$ cat src/rtl/vend_change_dispenser.sv
// Change dispenser: pays out CHANGE_AMT greedily as quarters/dimes/nickels from local inventory; optional DISPENSE_TIMEOUT_EN.
// Latency: START to first coin request 2 cycles, ACK to next coin request 3 cycles, zero amount DONE after 2 cycles.
// Backpressure: each coin request is held until ACK (or, with DISPENSE_TIMEOUT_EN, until TIMEOUT_CYC cycles elapse).
module vend_change_dispenser #(
    parameter int AMT_W       = 6,
    parameter int INV_W       = 4,
    parameter int TIMEOUT_CYC = 255
) (
    input  logic             CLK,
    input  logic             RST,
    input  logic             START,
    input  logic [AMT_W-1:0] CHANGE_AMT,
    input  logic             LOAD,
    input  logic [INV_W-1:0] Q_IN,
    input  logic [INV_W-1:0] D_IN,
    input  logic [INV_W-1:0] N_IN,
    input  logic             ACK,
    output logic             COIN_Q,
    output logic             COIN_D,
    output logic             COIN_N,
    output logic             BUSY,
    output logic             DONE,
    output logic             SHORT,
    output logic [AMT_W-1:0] REMAIN,
    output logic [INV_W-1:0] Q_CNT,
    output logic [INV_W-1:0] D_CNT,
    output logic [INV_W-1:0] N_CNT
);

    typedef enum logic [2:0] {
        S_IDLE   = 3'd0,
        S_SELECT = 3'd1,
        S_EJECT  = 3'd2,
        S_GAP    = 3'd3,
        S_FIN    = 3'd4
    } state_t;

    state_t           state_r, state_nxt;
    logic [2:0]       coin_r, coin_nxt;      // {quarter, dime, nickel}, one-hot or zero
    logic [AMT_W-1:0] rem_r, rem_nxt;
    logic [INV_W-1:0] q_r, q_nxt, d_r, d_nxt, n_r, n_nxt;
    logic             short_r, short_nxt;
    logic             busy_r, done_r;

`ifdef DISPENSE_TIMEOUT_EN
    localparam int TMO_W = $clog2(TIMEOUT_CYC + 1);
    logic [TMO_W-1:0] tmo_r;
    logic             tmo_hit;

    assign tmo_hit = (tmo_r == TMO_W'(TIMEOUT_CYC - 1));

    // Counts cycles spent in EJECT; any other state re-arms it for the next coin.
    always_ff @(posedge CLK) begin
        if (RST || state_r != S_EJECT) begin
            tmo_r <= '0;
        end else begin
            tmo_r <= tmo_r + TMO_W'(1);
        end
    end
`endif

    always_comb begin
        state_nxt = state_r;
        coin_nxt  = coin_r;
        rem_nxt   = rem_r;
        q_nxt     = q_r;
        d_nxt     = d_r;
        n_nxt     = n_r;
        short_nxt = short_r;
        case (state_r)
            S_IDLE: begin
                if (LOAD) begin
                    q_nxt = Q_IN;
                    d_nxt = D_IN;
                    n_nxt = N_IN;
                end
                if (START) begin
                    rem_nxt   = CHANGE_AMT;
                    short_nxt = 1'b0;
                    state_nxt = S_SELECT;
                end
            end
            S_SELECT: begin
                // Greedy pick; the thresholds keep REMAIN from underflowing.
                if (rem_r == '0) begin
                    state_nxt = S_FIN;
                end else if (rem_r >= AMT_W'(5) && q_r != '0) begin
                    coin_nxt  = 3'b100;
                    state_nxt = S_EJECT;
                end else if (rem_r >= AMT_W'(2) && d_r != '0) begin
                    coin_nxt  = 3'b010;
                    state_nxt = S_EJECT;
                end else if (n_r != '0) begin
                    coin_nxt  = 3'b001;
                    state_nxt = S_EJECT;
                end else begin
                    short_nxt = 1'b1;
                    state_nxt = S_FIN;
                end
            end
            S_EJECT: begin
                if (ACK) begin
                    coin_nxt  = 3'b000;
                    state_nxt = S_GAP;
                    if (coin_r[2]) begin
                        q_nxt   = q_r - INV_W'(1);
                        rem_nxt = rem_r - AMT_W'(5);
                    end else if (coin_r[1]) begin
                        d_nxt   = d_r - INV_W'(1);
                        rem_nxt = rem_r - AMT_W'(2);
                    end else begin
                        n_nxt   = n_r - INV_W'(1);
                        rem_nxt = rem_r - AMT_W'(1);
                    end
                end
`ifdef DISPENSE_TIMEOUT_EN
                else if (tmo_hit) begin
                    coin_nxt  = 3'b000;
                    short_nxt = 1'b1;
                    state_nxt = S_FIN;
                end
`endif
            end
            S_GAP:    state_nxt = S_SELECT;
            S_FIN:    state_nxt = S_IDLE;
            default:  state_nxt = S_IDLE;
        endcase
    end

    always_ff @(posedge CLK) begin
        if (RST) begin
            state_r <= S_IDLE;
            coin_r  <= 3'b000;
            rem_r   <= '0;
            q_r     <= '0;
            d_r     <= '0;
            n_r     <= '0;
            short_r <= 1'b0;
            busy_r  <= 1'b0;
            done_r  <= 1'b0;
        end else begin
            state_r <= state_nxt;
            coin_r  <= coin_nxt;
            rem_r   <= rem_nxt;
            q_r     <= q_nxt;
            d_r     <= d_nxt;
            n_r     <= n_nxt;
            short_r <= short_nxt;
            busy_r  <= (state_nxt != S_IDLE);
            done_r  <= (state_nxt == S_FIN);
        end
    end

    assign COIN_Q = coin_r[2];
    assign COIN_D = coin_r[1];
    assign COIN_N = coin_r[0];
    assign BUSY   = busy_r;
    assign DONE   = done_r;
    assign SHORT  = short_r;
    assign REMAIN = rem_r;
    assign Q_CNT  = q_r;
    assign D_CNT  = d_r;
    assign N_CNT  = n_r;

endmodule
$ cat config.mk
export PLATFORM = sky130hd
export DESIGN_NAME = vend_change_dispenser
export DESIGN_NICKNAME = d
export VERILOG_FILES = /design/src/rtl/vend_change_dispenser.sv
export SDC_FILE = /design/constraint.sdc
export NUM_CORES = 1
export LEC_CHECK = 0
export BUFFER_PORTS_ARGS = -buffer_cell sky130_fd_sc_hd__buf_2
export CAP_MARGIN = 40
export CORE_MARGIN = 5
export CORE_UTILIZATION = 30
export DETAILED_ROUTE_END_ITERATION = 6
export HOLD_SLACK_MARGIN = 0.06
export MAX_ROUTING_LAYER = met4
export PLACE_DENSITY = 0.58
export SLEW_MARGIN = 15
export SYNTH_ARGS = -nofsm -noshare
export SYNTH_HDL_FRONTEND = slang
export SYNTH_SLANG_ARGS = --single-unit
$ cat constraint.sdc
create_clock -name CLK -period 5.5 [get_ports CLK]
set_clock_uncertainty 0.15 [all_clocks]
set_input_delay 0.825 -clock CLK [delete_from_list [all_inputs] [get_ports CLK]]
set_output_delay 0.825 -clock CLK [all_outputs]
set_load 0.02 [all_outputs]
; After elaboration in Yosys (flattened, before gate mapping)
; Cells that the tools add are included.
[word_totals]
out_inout_bits = 24
in_bits = 23
word_cells = 88
reg_bits = 27
[op_classes]
magnitude_cmp = 2
n_addsub = 6
n_reduce_logical = 17
eq_ne = 16
mux = 38
[ops]
columns = operator, count
row1 = two-way mux 4 bit, 11
row2 = two-way mux 3 bit, 11
row3 = two-way mux 6 bit, 4
row4 = one-hot mux 4 bit (2 select lines), 3
row5 = "!= test 2 bit, second input constant", 11
row6 = one-hot mux 3 bit (4 select lines), 1
row7 = one-hot mux 6 bit (2 select lines), 1
row8 = nonzero test 4 bit, 3
row9 = "subtractor 4 x 1 -> 4 bit, second input constant", 3
row10 = AND reduction 5 bit, 2
row11 = AND reduction 4 bit, 2
row12 = "equality test 3 x 2 -> 1 bit, second input constant", 2
row13 = ">= comparator 6 x 2 -> 1 bit, second input constant", 1
row14 = ">= comparator 6 x 3 -> 1 bit, second input constant", 1
row15 = zero test 6 bit, 1
row16 = one-hot mux 3 bit (2 select lines), 1
row17 = AND reduction 6 bit, 1
row18 = nonzero test 2 bit, 3
row19 = "subtractor 6 x 1 -> 6 bit, second input constant", 1
row20 = "subtractor 6 x 2 -> 6 bit, second input constant", 1
row21 = "subtractor 6 x 3 -> 6 bit, second input constant", 1
row22 = two-way mux 1 bit, 5
row23 = "!= test 4 bit, second input constant", 1
row24 = "equality test 3 x 1 -> 1 bit, second input constant", 1
row25 = other kinds (6), 7

; Longest topological paths before layout
[logic_depth]
ltp_word = 7
mapped_depth = 8
mapped_depth_nobuf = 7

; Least setup slack after synthesis
; No wires, ideal clock.
[synth_timing]
path_type = input port to flip-flop
from = in START
to = reg rem_r[5], in the netlist REMAIN[5]
setup_time_ns = 0.074
required_ns = 5.276
setup_slack_ns = 3.402
cell_stages = 5
arrival_time_ns = 1.874
path_cell_list = nand2b_1 -> a21o_4 -> or3_1 -> mux2_2 -> a31oi_1
[synth_between]
elab_chain_cells = 2
[synth_rtl]
columns = element, line
row1 = from (decl), 11  ; input logic START,
row2 = != test 2 bit (no source line), n/a
row3 = AND reduction 3 bit (no source line), n/a
row4 = to (signal assigned), 144  ; rem_r <= rem_nxt;
row5 = to (decl), 40  ; logic [AMT_W-1:0] rem_r, rem_nxt;
; No other way between the ends.
; A chain may end at the register's enable or synchronous reset.

; Final worst setup path
[layout_timing]
from = reg state_r[1]
to = reg rem_r[5], in the netlist REMAIN[5]
[layout_between]
elab_chain_cells = 3
word_cells_on_any_way = 7
cone_classes = eq/ne: 3 / mux: 1 / reduce/logical: 3
[layout_rtl]
columns = element, line
row1 = from (decl), 38  ; state_t state_r, state_nxt;
row2 = from (signal assigned), 142  ; state_r <= state_nxt;
row3 = equality test 3 x 2 -> 1 bit / zero test 3 bit (equally long branches), 70  ; case (state_r)
row4 = != test 2 bit (no source line) / nonzero test 2 bit (equally long branches), n/a
row5 = AND reduction 3 bit (no source line), n/a
; Parallel ways exist; a longest one is shown, timed or not.

==> summary.md <==
| Metric | Value |
|---|---|
| Hold Crit Class | register to register |
| Max-capacitance violation count | 0 |
| Synth warnings | 0 |
| Vias in the first global route | 1631 |
| Site row count | 27 |
| DP Worst Slack | approximately 3200 ps |
| Die Span Y | 85.3 um |
| Relative slew slack | 0.551 |
| Synthesized cell area | 1700 sq um |
| # diodes | 0 |
| First-pass iteration count of the detailed router | 4 |
| First-pass GRT wire length | 7770 um |
| RSZ-0062 raised after global routing | no |
| Ys async rst share | 0 |
| Worst-margin pin slew | 674 ps |
| Setup crit end kind | register |
| Setup TNS | 0 ps |
| Sequential area share after synthesis | 0.317 |
| Crit start category | register |
| P_leak | a little under 0.0009 uW |
| DR vias | 1704 |
| WHS | 326 ps |
| Initial antenna violation count | 0 |
| Commonest cells after routing, fill and taps aside | 46 x buf_2, 28 x nand2_1, 27 x dfxtp_1, 25 x nor2_1, 24 x o21ai_0 |
| Pwr Total | between 700 and 800 uW |
| Net Count, Synth | 259 |
| Clock tree root driver cell | clkbuf_8 |
| TritonCTS buffer count | 3 |
| CTS tree | built |
| CP top delay family | simple AND/OR/NAND/NOR gates |
| Drt via density | 5.07 |
| Avg WL per Cell | 13.8 um |
| IO Count | 47 |
| Crit path DAT | ~2300 ps |
| H-Tree Level Count | 1 |
| Worst path bufs/invs | 0 |
| Hpwl dp | 3520 um |
| Clk buf depth | 2 |
| Required @ worst endpoint | 5560 ps |
| M1 wire length | 2290 um |
| Reg clk slew, reported paths | 110 ps |
| Max Transition Viols Final | 0 |
| Critical path's slowest cell | or3b_1 |
| GPL Wtd Cong | 0.787 |
| Hold buffers post-CTS | 0 |
| NumNets Final | 300 |
| # Post-CTS Setup Buffers | 0 |
| Max layer used | met4 |
| Period utilisation layout | 0.407 |
| Most common cell after layout, fill and taps aside | buf_2 |
| Peak VDD IR | about 120 uV |
| Final Routed Wirelength | 4650 um |
| Die width | 85.3 um |
| CP Max Fanout | 17 |
| Clock latency on the worst-skew pair | ~280 ps |
| Setup violators final | 0 |
| Antenna Violating Nets Remaining | 0 |
| Max stage delay on crit path | 640 ps |
| Number of enable flip-flop cells after synthesis | 0 |
| Clock sinks | 27 |
| Die area | 7280 sq um |
| Largest net degree at the start of global routing | 24 |
| I/O Buffers | 46 |
| Min cycle time layout | 2240 ps |
| Status | complete, no violations |
| Synth Flop Type | dfxtp_1 |
| Gates resized, CTS repair | 0 |
| GRT Util Overall | 0.133 |
| Cell area power density | 385 nW/um^2 |
| Fin area | 2030 sq um |
| Grt ovf | 0 |
| Remaining DRCs | 0 |
| Number of synthesized register bits | 27 |
| Final Hold Vio Count | 0 |
| Cells after synthesis | about 220 |
| Placed Area | 1980 sq um |
| PnR worst setup slack | around 3300 ps |
| Top achievable clock speed | 0.447 GHz |
| Synthesized area per cell | 7.60 sq um |
| DRT iter0 DRCs | 92 |
| DR WL met2 | 2060 um |
| Starting Density | 0.309 |
| Share of layout cells above drive strength 1 | 0.216 |
| Met3 wire length | 207 um |
| Flop2flop setup slack | 3260 ps |
| CP Cell Sequence | or3b_1, or3_1, mux2_2, a31oi_1 |
| Layout Area Growth over Synthesis | 19.3% |
| Core Region | 5510 sq um |
| Cell variety after synth | 42 |
| Critical path class | register to register |
## worst reg2reg max path: cells and delay by family, from the launching register on
family	cells	cell delay [ps]
AND/OR/NAND/NOR	2	1040
multiplexers	1	260
flip-flops	1	550
AO/OA/AOI/OAI	1	160
## power by group
group / internal [uW] / switching (uW) / total (uW)
Combinational: 144 / 233 / 378
Clock: 51.7 / 71.1 / 123
Sequential: 232 / 49.1 / 281
## Yosys cell counts (2+ instances only)
| library cell | count | area [sq um] |
|---|---|---|
| nor2_1 | 25 | 93.8 |
| nand2b_1 | 4 | 25.0 |
| or3_1 | 2 | 12.5 |
| nor3b_1 | 2 | 15.0 |
| mux2_2 | 2 | 22.5 |
| nand3b_1 | 3 | 22.5 |
| a211oi_1 | 6 | 45.0 |
| inv_1 | 11 | 41.3 |
| dfxtp_1 | 27 | 541 |
| buf_6 | 2 | 22.5 |
| a31oi_1 | 4 | 25.0 |
| ha_1 | 12 | 150 |
| nor3_1 | 4 | 20.0 |
| nand3_1 | 7 | 35.0 |
| nor2b_1 | 3 | 18.8 |
| a21oi_1 | 20 | 100 |
| a22oi_1 | 5 | 37.5 |
| o21ai_0 | 24 | 120 |
| a221oi_1 | 2 | 17.5 |
| nand2_1 | 28 | 105 |
| clkbuf_1 | 9 | 33.8 |
| o22ai_1 | 2 | 12.5 |
## cell type report
| class | count | area [sq um] |
|---|---|---|
| clock buffer | 3 | 41.3 |
| clock inverter | 1 | 7.51 |
| sequential | 27 | 541 |
| multi-input combinational | 175 | 1060 |
| fill | 610 | 3480 |
| tap | 72 | 90.1 |
| inverter | 11 | 41.3 |
| timing repair buffer | 47 | 245 |
## flip-flops by register name, indices dropped and copies added, names as in the netlist
signal / flops
D_CNT: 4
SHORT: 1
N_CNT: 4
state_r: 3
Q_CNT: 4
DONE: 1
REMAIN: 6
coin_r: 3
BUSY: 1
## worst paths after layout
kind,cells after the start,start,endpoint
setup reg to reg,4,state_r[1]$_SDFF_PP0_,REMAIN[5]$_SDFFE_PP0P_
hold / removal,2,coin_r[0]$_SDFFE_PP0P_,coin_r[0]$_SDFFE_PP0P_
setup / recovery,4,state_r[1]$_SDFF_PP0_,REMAIN[5]$_SDFFE_PP0P_
hold reg to reg,2,coin_r[0]$_SDFFE_PP0P_,coin_r[0]$_SDFFE_PP0P_
## metrics by stage
stage / std cells / util
4_1_cts: 336 / 0.369
3_5_place_dp: 332 / 0.360
6_report: 336 / 0.369
3_3_place_gp: 331 / 0.357
5_1_grt: 336 / 0.369
2_1_floorplan: 224 / -
## logic make-up after synthesis
kind of cell,Yosys count,synth area share
AO/OA/AOI/OAI,73,0.269
XOR/XNOR,1,0.00514
adder cells (fa/ha/maj),12,0.0882
buffers and inverters,22,0.0573
flip-flops,27,0.317
multiplexers,3,0.0191
AND/OR/NAND/NOR,86,0.244
## per-layer routing
metal,global-route usage,vias up
li1,-,871
met1,0.175,779
met2,0.203,44
met3,0.0243,10
met4,0.0460,0
met5,-,-
(Power assumes the default switching activity.)
